## src/rtl/arb_req_queue.sv

```systemverilog
// Upstream request stage for the two-input grant arbiter: per-channel FIFOs,
// request FSMs with burst capping, and one shared registered output bus.
module arb_req_queue #(
  parameter int DATA_W    = 8,
  parameter int DEPTH     = 4,
  parameter int MAX_BURST = 4
) (
  input  logic              clock,
  input  logic              reset_n,
  input  logic              in0_valid,
  input  logic [DATA_W-1:0] in0_data,
  output logic              in0_ready,
  input  logic              in1_valid,
  input  logic [DATA_W-1:0] in1_data,
  output logic              in1_ready,
  output logic              req_0,
  output logic              req_1,
  input  logic              gnt_0,
  input  logic              gnt_1,
  output logic              out_valid,
  output logic              out_id,
  output logic [DATA_W-1:0] out_data
);

  // state | meaning
  // IDLE  | FIFO empty, req low
  // REQ   | req high, waiting for or holding the grant
  // COOL  | req low for 2 cycles so the arbiter can serve the other channel

  localparam int AW = $clog2(DEPTH);
  localparam int BW = $clog2(MAX_BURST + 1);
  localparam logic [AW:0]   OCC_FULL   = (AW+1)'(DEPTH);
  localparam logic [AW:0]   OCC_ONE    = (AW+1)'(1);
  localparam logic [BW-1:0] BURST_LAST = BW'(MAX_BURST - 1);

  typedef enum logic [1:0] {IDLE = 2'd0, REQ = 2'd1, COOL = 2'd2} state_t;

  logic [1:0]        in_valid, in_ready, push, pop, gnt, req, empty;
  logic [DATA_W-1:0] in_data [2];
  logic [DATA_W-1:0] rd_data [2];

  assign in_valid   = {in1_valid, in0_valid};
  assign in_data[0] = in0_data;
  assign in_data[1] = in1_data;
  assign gnt        = {gnt_1, gnt_0};
  assign in0_ready  = in_ready[0];
  assign in1_ready  = in_ready[1];
  assign req_0      = req[0];
  assign req_1      = req[1];

  // Both grants high is illegal; channel 0 wins so the pops stay exclusive.
  assign pop[0] = req[0] & gnt[0] & ~empty[0];
  assign pop[1] = req[1] & gnt[1] & ~gnt[0] & ~empty[1];

  for (genvar g = 0; g < 2; g++) begin : g_ch
    logic [DATA_W-1:0] mem [DEPTH];
    logic [AW:0]       wr_ptr, rd_ptr, occ;
    state_t            state, state_nxt;
    logic [BW-1:0]     burst_cnt, burst_nxt;
    logic              cool_cnt, cool_nxt;

    assign occ         = wr_ptr - rd_ptr;
    assign empty[g]    = (occ == '0);
    assign in_ready[g] = reset_n & (occ != OCC_FULL);
    assign push[g]     = in_valid[g] & in_ready[g];
    assign req[g]      = (state == REQ);
    assign rd_data[g]  = mem[rd_ptr[AW-1:0]];

    always_ff @(posedge clock) begin
      if (push[g]) mem[wr_ptr[AW-1:0]] <= in_data[g];
    end

    always_ff @(posedge clock or negedge reset_n) begin
      if (!reset_n) begin
        wr_ptr    <= '0;
        rd_ptr    <= '0;
        state     <= IDLE;
        burst_cnt <= '0;
        cool_cnt  <= 1'b0;
      end else begin
        if (push[g]) wr_ptr <= wr_ptr + 1'b1;
        if (pop[g])  rd_ptr <= rd_ptr + 1'b1;
        state     <= state_nxt;
        burst_cnt <= burst_nxt;
        cool_cnt  <= cool_nxt;
      end
    end

    always_comb begin
      state_nxt = state;
      burst_nxt = burst_cnt;
      cool_nxt  = cool_cnt;
      case (state)
        IDLE: if (!empty[g]) state_nxt = REQ;
        REQ: begin
          if (pop[g]) begin
            burst_nxt = burst_cnt + BW'(1);
            // Leave on the burst cap, or when this pop drains the FIFO.
            if (burst_cnt == BURST_LAST || (occ == OCC_ONE && !push[g])) begin
              state_nxt = COOL;
              burst_nxt = '0;
              cool_nxt  = 1'b0;
            end
          end
        end
        COOL: begin
          cool_nxt = 1'b1;
          if (cool_cnt) begin
            cool_nxt  = 1'b0;
            state_nxt = empty[g] ? IDLE : REQ;
          end
        end
        default: state_nxt = IDLE;
      endcase
    end
  end

  always_ff @(posedge clock or negedge reset_n) begin
    if (!reset_n) begin
      out_valid <= 1'b0;
      out_id    <= 1'b0;
      out_data  <= '0;
    end else begin
      out_valid <= |pop;
      if (pop[0]) begin
        out_id   <= 1'b0;
        out_data <= rd_data[0];
      end else if (pop[1]) begin
        out_id   <= 1'b1;
        out_data <= rd_data[1];
      end
    end
  end

endmodule

```

## config.mk

```make
export PLATFORM = sky130hd
export DESIGN_NAME = arb_req_queue
export DESIGN_NICKNAME = d
export VERILOG_FILES = /design/src/rtl/arb_req_queue.sv
export SDC_FILE = /design/constraint.sdc
export NUM_CORES = 1
export LEC_CHECK = 0
export CAP_MARGIN = 0
export CORE_UTILIZATION = 57
export CTS_CLUSTER_SIZE = 12
export DETAILED_ROUTE_END_ITERATION = 8
export HOLD_SLACK_MARGIN = 0.05
export PLACE_DENSITY = 0.79
export SLEW_MARGIN = 30
export SYNTH_ARGS = -nofsm -noshare
export SYNTH_HDL_FRONTEND = slang
export SYNTH_SLANG_ARGS = --single-unit
```

## constraint.sdc

```tcl
create_clock -name clock -period 3.22 [get_ports clock]
set_clock_uncertainty 0.15 [all_clocks]
set_input_delay 0.644 -clock clock [delete_from_list [all_inputs] [get_ports clock]]
set_output_delay 0.644 -clock clock [all_outputs]
set_load 0.05 [all_outputs]
```

# Yosys cells after proc, flatten, opt, wreduce, memory -nomap -nowiden
# Memories as Yosys holds them, arrays and structs flattened.
# Cells that the tools add are included.
[op_classes]
n_reduce_logical = 20
bitwise_logic = 12
n_eq_ne = 18
addsub = 8
mux = 30
[op_table]
columns = ["op", "count"]
rows = [
  ["$add A3 B1 Y3 const B", 6],
  ["$mux W2", 8],
  ["$mux W8", 2],
  ["$mux W1", 14],
  ["$pmux W2 S3", 2],
  ["$and A1 B1 Y1", 9],
  ["$ne A2 B1 Y1 const B", 4],
  ["$ne A2 B2 Y1 const B", 4],
  ["$reduce_and A4 Y1", 2],
  ["$eq A3 B1 Y1 const B", 2],
  ["$eq A3 B2 Y1 const B", 2],
  ["$logic_not A3 Y1", 2],
  ["$mux W3", 2],
  ["$ne A3 B3 Y1 const B", 2],
  ["$reduce_and A3 Y1", 2],
  ["$reduce_bool A2 Y1", 3],
  ["$sub A3 B3 Y3", 2],
  ["$eq A2 B1 Y1 const B", 2],
  ["$eq A2 B2 Y1 const B", 2],
  ["$logic_not A2 Y1", 2],
  ["$pmux W1 S2", 2],
  ["$reduce_and A2 Y1", 2],
  ["$not A1 Y1", 3],
  ["$logic_and A1 B1 Y1", 2],
  ["3 further kinds", 5],
]
[totals]
ff_bits = 34
ram_bits = 64
inputBits = 22
out_inout_bits = 14
elab_cells = 103
memories = 2
[mem_list]
columns = ["name", "words", "width", "rd", "rd_clocked_by_memory_dff", "write_ports", "line", "rtl"]
rows = [
  ["g_ch[0].mem", 4, 8, 1, 0, 1, "56", "logic [DATA_W-1:0] mem [DEPTH];"],
  ["g_ch[1].mem", 4, 8, 1, 0, 1, "56", ""],
]

# Longest topological paths before layout
[depth]
ltp_word = 10
ltp_mapped = 8
depth_no_buf = 7

# Worst setup path before layout
# OpenSTA, ideal clock, no wires.
[synth_timing]
kind = "register to output"
from = "reg g_ch[1].wr_ptr[0]"
to = "out in1_ready"
stages_incl_launch_ff = 6
arrival_time_ps = 2475
setup_slack_ps = -49
required_time_ps = 2426
path_cell_list = "dfrtp_1 inv_1 ha_1 fa_1 and2_1 a21boi_0"
[synth_between]
elab_chain_cells = 3
[synth_lines]
columns = ["item", "line", "rtl"]
rows = [
  ["from (decl)", "57", "logic [AW:0] wr_ptr, rd_ptr, occ;"],
  ["from (signal assigned)", "81", "if (push[g]) wr_ptr <= wr_ptr + 1'b1;"],
  ["$sub A3 B3 Y3", "62", "assign occ = wr_ptr - rd_ptr;"],
  ["$ne A3 B3 Y1", "64", "assign in_ready[g] = reset_n & (occ != OCC_FULL);"],
  ["$and A1 B1 Y1", "64", ""],
  ["to (decl)", "15", "output logic in1_ready,"],
]
# Every way passes these cells.

# Final worst setup path
[layout_timing]
from = "reg g_ch[0].wr_ptr[0]"
to = "out in0_ready"
[layout_between]
elab_chain_cells = 3
[layout_lines]
columns = ["item", "line", "rtl"]
rows = [
  ["from (decl)", "57", ""],
  ["from (signal assigned)", "81", ""],
  ["$sub A3 B3 Y3", "62", ""],
  ["$ne A3 B3 Y1", "64", ""],
  ["$and A1 B1 Y1", "64", ""],
  ["to (decl)", "12", "output logic in0_ready,"],
]
# Every way passes these cells.

==> results.md <==
- Synth Area in Simple Gates: under 10%
- Worst hold endpoint: g_ch[1].cool_cnt
- PD cells: 995 mW/mm2
- Vias in the first global route: 2363
- Mapped Cells: 263
- First-pass GRT wire length: 11.6 mm
- Total power draw: 4.80 mW
- Vias per std cell: between 5 and 6
- Syn Area/Cell: 15.9 um2
- Layout filler cell count: 474
- Synth Area in Compound Gates: 6.81%
- Max Used Layer: met4
- Die W: 87.6 um
- Total of max-cap violations: 0
- Sw frac: 39.5%
- Wire length on met3: 311 um
- Worst-path clk slew: 0.09 ns
- Fin util: 69.5%
- Most frequent cells in the layout: edfxtp_1, dfrtp_1, clkdlybuf4s50_1
- RD Place Congestion: 0.780
- CTS Root Cell: clkbuf_8
- Hold Crit Class: reg -> reg
- CP Data Required Time: 2.43 ns
- Clk network pwr share: about 14%
- TritonRoute pass-1 iters: 4
- Peak VDD IR: roughly 0.32 mV
- Metal-1 WL: 3.17 mm
- Final Setup Violations: 0
- Fin crit share: a little over nine tenths
- Port Buffer Count: 35
- Outcome: finished, final reports clean
- CP startpoint kind: flip-flop
- Final Max Tran Viols: 0
- Hold path start: g_ch[1].cool_cnt
- Final Hold Fails: 0
- Async SR Flop Fraction: 34.7%
- Setup bufs post-CTS: 0
- Non-filler cells, final: around 400
- Detail Route Antenna Nets: 0
- Antenna diodes: 0
- Initial Util: 60.1%
- Initial antenna violation count: 0
- Final setup TNS: 0 ns
- Internal Power: roughly 2.9 mW
- Syn Std Cell Area: 0.00417 mm2
- Slowest stage delay, CP: around 0.48 ns
- Synth Area in Adders: ~5.8%
- Combinational share of power: between 40% and 50%
- Dpl cells: 390
- Main combinational cell family by area after synthesis: multiplexers
- Tmin final: 3.08 ns
- RSZ-0062 raised after global routing: no
- Least-Margin Pin Slew: 0.621 ns
- Worst skew pair latency: 0.35 ns
- Yosys cell types: between 40 and 50
- Post-synthesis xor/xnor area fraction: 3.78%
- Core Area: 0.00694 mm2
- FF-to-FF path depth: 6
- Congestion Overflow GR: 0
- Worst r2r dst: g_ch[0].mem[3][5]
- CP Max Fanout: 6
- Wirelength per Cell: approximately 18 um
- Clock buffer depth: 2
- Fin nets: 346
- # resized after CTS: 0
- I/O pins: 36
- Die height: 87.6 um
- Slowest-stage cell, CP: xnor3_2
- Register area share after synthesis: 66.4%
- Die area: approximately 0.0077 mm2
- Area growth from synthesis to final layout: 15.7%
- Clk sinks: 98
- Yosys reg bits: 98
- Num rows: 30
- Htree depth: 3
- Dpl hpwl: slightly above 5 mm
- P_leak: 1.82 nW
- Crit path kind: reg -> out
- DRC: 0
- Cts bufs inserted: 9
- Placed cell areas: 0.00465 mm2
- Sequential share of power: 38.7%
- Syn. warnings: 0
- Sw Pwr: 1.90 mW
- Largest net degree at the start of global routing: 29
- Overall routed net length: 7.13 mm
- EDFF count, synth: 64
- TritonCTS clock tree: built
- Top_reg_cell synth: edfxtp_1
- Commonest non-fill, non-tap cell in the layout: edfxtp_1
- Share of layout cells above drive strength 1: ~14%
- Gr usage total: 21.3%
- CP endpoint kind: primary output
- Final Cell Area: 0.00483 mm2
- 1st-iter DRT viols: approximately 120
- Routed length on met2: 3.50 mm
- # hold bufs at CTS: 1
- Slew margin rel.: 58.6%
- Maximum clock frequency: roughly 320 MHz
- DR vias: 2244
- CP Cell Sequence: inv_1, ha_1, fa_1, xnor3_2, o21a_1, buf_12
- Multiplexer share of the synthesized area: approximately 8.6%
- Reg2reg start: g_ch[0].wr_ptr[0]
- Hold path cells: 1
- Critical path arrival: between 2 and 2.5 ns
- Flop2flop setup slack: approximately 0.47 ns
- Post-Syn Nets: 303
## flip-flops by register name (all words and copies together), names as in the netlist
| signal | count |
|---|---|
| g_ch.mem | 64 |
| out_data | 8 |
| g_ch.burst_cnt | 6 |
| g_ch.rd_ptr | 6 |
| g_ch.wr_ptr | 6 |
| g_ch.state | 4 |
| g_ch.cool_cnt | 2 |
| out_id | 1 |
| out_valid | 1 |
## layout make-up
| class | count | area [um2] | area share (%) |
|---|---|---|---|
| multi-input cells | 147 | 1320 | 27.4 |
| inverters | 10 | 37.5 | 0.777 |
| clock inverters | 6 | 41.3 | 0.855 |
| repair buffers | 40 | 405 | 8.40 |
| flip-flops and latches | 98 | 2770 | 57.4 |
| clock buffers | 10 | 128 | 2.64 |
| well taps | 96 | 120 | 2.49 |
## how the worst max path moves through the flow
stage                           start                to  cells past startpoint
global route        g_ch[0].wr_ptr[0]         in0_ready                      6
global placement    g_ch[0].wr_ptr[0]         in0_ready                      6
floorplan           g_ch[1].wr_ptr[0]         in1_ready                      5
CTS                 g_ch[0].wr_ptr[0]         in0_ready                      6
detailed placement              gnt_0  g_ch[1].state[0]                      5
finish              g_ch[0].wr_ptr[0]         in0_ready                      6
## critical path, delay by kind of cell (launching register included)
kind	cells	cell delay (ns)
flops	1	0.38
compound gates	1	0.25
xor+xnor	1	0.48
fa+ha+maj	2	0.58
buf+inv	2	0.25
## stage by stage
step,setup slack (ns),hold WS [ns]
finish,0.139,0.328
global route,0.0505,0.340
CTS,0.105,0.325
floorplan,0.322,0.198
global placement,0.546,0.315
detailed placement,0.512,0.314
## layer usage
metal  up-vias  GRT usage [%]
met5         -              0
met4         0           10.4
met3        13           3.68
met2        64           33.2
met1      1106           29.8
li1       1061              -
## cell usage after synthesis, types with 2 or more instances
cell	n	share of area, %
a21o_1	2	0.36
a21oi_1	13	1.6
a21oi_2	2	0.42
a22oi_1	2	0.36
a41o_1	2	0.48
and2_1	9	1.3
buf_1	2	0.18
buf_2	4	0.48
dfrtp_1	34	20
edfxtp_1	64	46
fa_1	2	0.96
ha_1	16	4.8
inv_1	10	0.90
mux4_2	16	8.6
nand2_1	30	2.7
nand2b_1	2	0.30
nand3_1	3	0.36
nor2_1	8	0.72
nor2b_1	3	0.45
o21ai_0	5	0.60
o21ai_1	3	0.36
xnor2_1	8	1.7
xor2_1	2	0.42
## power groups by stage
stage / logic (mW) / registers, mW / clock network (mW)
floorplan: 1.49 / 2.05 / 0
global placement: 2.21 / 1.87 / 0
detailed placement: 2.26 / 1.89 / 0
CTS: 2.28 / 1.86 / 0.708
global route: 2.46 / 1.89 / 0.758
finish: 2.26 / 1.86 / 0.688
## kinds of logic (layout without fill, tap and decap cells)
logic type,Yosys count,count (layout)
compound gates,40,40
xor+xnor,13,13
mux,16,16
flops,98,98
fa+ha+maj,18,18
simple gates,60,60
buf+inv,18,66
Note: power is estimated with default switching activity, not from simulation.
==> patch (same flow settings) <==
Change the parameter `DATA_W` from 8 to 12.
--- a/src/rtl/arb_req_queue.sv
+++ b/src/rtl/arb_req_queue.sv
@@ -2,5 +2,5 @@
 // request FSMs with burst capping, and one shared registered output bus.
 module arb_req_queue #(
-  parameter int DATA_W    = 8,
+  parameter int DATA_W    = 12,
   parameter int DEPTH     = 4,
   parameter int MAX_BURST = 4
Interface: changed (resized in0_data, in1_data and out_data); port bits go from 36 to 48. No check against the original RTL was run, so the function may have changed too.
==> patch against the original RTL <==
- setup slack got worse by 0.021 ns
- total power rose by 54%
- clock power rose to 2.9 times the old value
- final area rose by 42%
- hold slack improved by 0.0092 ns
- count of clock-buffer cells in the layout rose by 7
- combinational power rose by 28%
- synthesized cell count rose by 18%
- sequential cell count rose by 36
- non-clock buffer count rose by 25
- routed wire length rose by 55%
- area after synthesis rose by 32%
- critical path type unchanged
- critical endpoint is now in1_ready
- largest cell class unchanged
==> patch: results (changes against the original RTL) <==
[outcome]
status=finished clean

[finish]
largest_register_ff_count=96  ; +50%
layout.cells.non_filler=526  ; +29%
fill_cells=544  ; +15%
num_antenna_cells=0  ; unchanged
post_route_cells_drive_above_1_share_pct=20.9  ; +6.8 points
nets=433  ; +25%

[sta]
worst_slew_pin_slew_ns=0.553  ; -0.0684 ns

[placed_design]
globalplace.congestion=0.841  ; +7.8%
portBuffers=47  ; +34%
placed_cell_count=494  ; +27%
detailed_place_hpwl_um=6920  ; +36%

[global_route]
number_of_global_route_vias_before_repair=3166  ; +34%
grt_first_pass_wirelength_um=17400  ; +50%
grt_start_max_net_pins=19  ; -34%
grt_usage_pct=24.8  ; +3.5 points

[critical_path]
worst_r2r_path_depth=7  ; +1
cp_slowest_stage_delay_ns=0.57  ; +0.09 ns
timing.critical_path.arrival_ns=2.31  ; +0.02 ns
timing.critical_path.slowest_stage_cell=sky130_fd_sc_hd__fa_1
critical_path_peak_fanout=4  ; -2

[cts]
clkLatencyLatePin_ns=0.51  ; +0.16 ns
cts-buffers-inserted=17  ; +8
clock_tree.htree_level_count=4  ; +1
cts.reportedPaths.clkPinSlew_ns=0.06  ; -0.03 ns

[synthesis]
synth.net_count=358  ; +18%
yosysSeqAreaShare_pct=69.8  ; +3.3 points
synth-compound-area-share_pct=5.88  ; -0.93 points
synth_commonest_cells=96 x sky130_fd_sc_hd__edfxtp_1, 38 x sky130_fd_sc_hd__dfrtp_1, 24 x sky130_fd_sc_hd__mux4_2
synth_edf_count=96  ; +50%
postSynth.asyncResetShare_pct=28.4  ; -6.3 points
xor_xnor_cell_area_share_of_the_yosys_netlist_pct=2.98  ; -0.79 points
post_synthesis_adder_cell_area_fraction_pct=4.37  ; -1.4 points
synth.lib_cells_used.distinct=42  ; -4.5%
syn_area_per_cell_um2=17.7  ; +12%
synth.area.mux_share_pct=10.2  ; +1.6 points
synthTopCellsByArea=sky130_fd_sc_hd__edfxtp_1 52%, sky130_fd_sc_hd__dfrtp_1 17%, sky130_fd_sc_hd__mux4_2 9.8%

[routing]
num_vias=2998  ; +34%
drt-wirelength-per-cell_um=21.0  ; +20%
drt-initial-drc-count=213  ; +72%

[pwr]
power_leakage_nw=2.62  ; +44%
vdd.ir_drop.worst_mv=0.687  ; +110%

[hold_path]
timing.hold.worst.class=flop to flop
hold_path_depth=2  ; +1

-- patch: kinds of logic after synthesis --
kind of cell / after synthesis
AO/OA/AOI/OAI: 45
XOR/XNOR: 12
adder cells (fa/ha/maj): 18
buffers and inverters: 28
flip-flops: 134
multiplexers: 26
AND/OR/NAND/NOR: 47
-- patch: final timing paths --
check / slack (ns) / startpoint / to
hold reg to reg: 0.34 / g_ch[1].burst_cnt[1]$_DFFE_PN0P_ / g_ch[1].burst_cnt[1]$_DFFE_PN0P_
max in group asynchronous: 1.96 / reset_n / out_data[5]$_DFFE_PN0P_
setup reg to reg: 0.29 / g_ch[0].wr_ptr[0]$_DFFE_PN0P_ / g_ch[0].mem[3][11]$_DFFE_PP_
hold / removal: 0.34 / g_ch[1].burst_cnt[1]$_DFFE_PN0P_ / g_ch[1].burst_cnt[1]$_DFFE_PN0P_
setup / recovery: 0.12 / g_ch[1].wr_ptr[0]$_DFFE_PN0N_ / in1_ready
min in group asynchronous: 0.39 / reset_n / out_valid$_DFF_PN0_
-- patch: area by class of cell --
cell class	instances	area share [%]
well taps	129	2.36
flip-flops and latches	134	56.0
clock inverters	14	2.96
inverters	19	1.04
clock buffers	17	6.05
repair buffers	65	9.10
multi-input cells	148	22.5
-- patch: repair_timing --
action / CTS / global route
hold buffers: 1 / 0
resized for setup: 1 / 1
setup buffers: 0 / 0
endpoints found under the setup margin: 1 / 1
pin swaps: 2 / 0
hold endpoints to repair: 6 / 0
-- patch: tightest hold or removal path: cells and delay by family, from the launching register on --
kind / cells / cell delay (ns)
flops: 1 / 0.34
simple gates: 1 / 0.05
compound gates: 1 / 0.06
-- patch: through the flow --
stage / area (µm²) / hold slack (ns) / setup WS, ns
finish: 6850 / 0.338 / 0.119
global route: 6850 / 0.363 / 0.000284
CTS: 6840 / 0.340 / 0.0494
detailed placement: 6210 / 0.326 / 0.316
global placement: 6210 / 0.313 / 0.445
floorplan: 5490 / 0.198 / 0.229
-- patch: power by group --
group	internal, mW	switching [mW]	leakage, nW	total (mW)
logic	1.24	1.66	0.995	2.90
clock network	1.26	0.730	0.299	1.99
registers	2.27	0.226	1.33	2.50
total	4.77	2.61	2.62	7.39
-- patch: layer usage --
metal  GRT usage (%)  up-vias  routed length [µm]
met5               0        -                   0
met4            8.47        0                 128
met3            7.10       11                 763
met1            33.5     1507                4400
met2            39.4      140                5760
li1                -     1340                   -
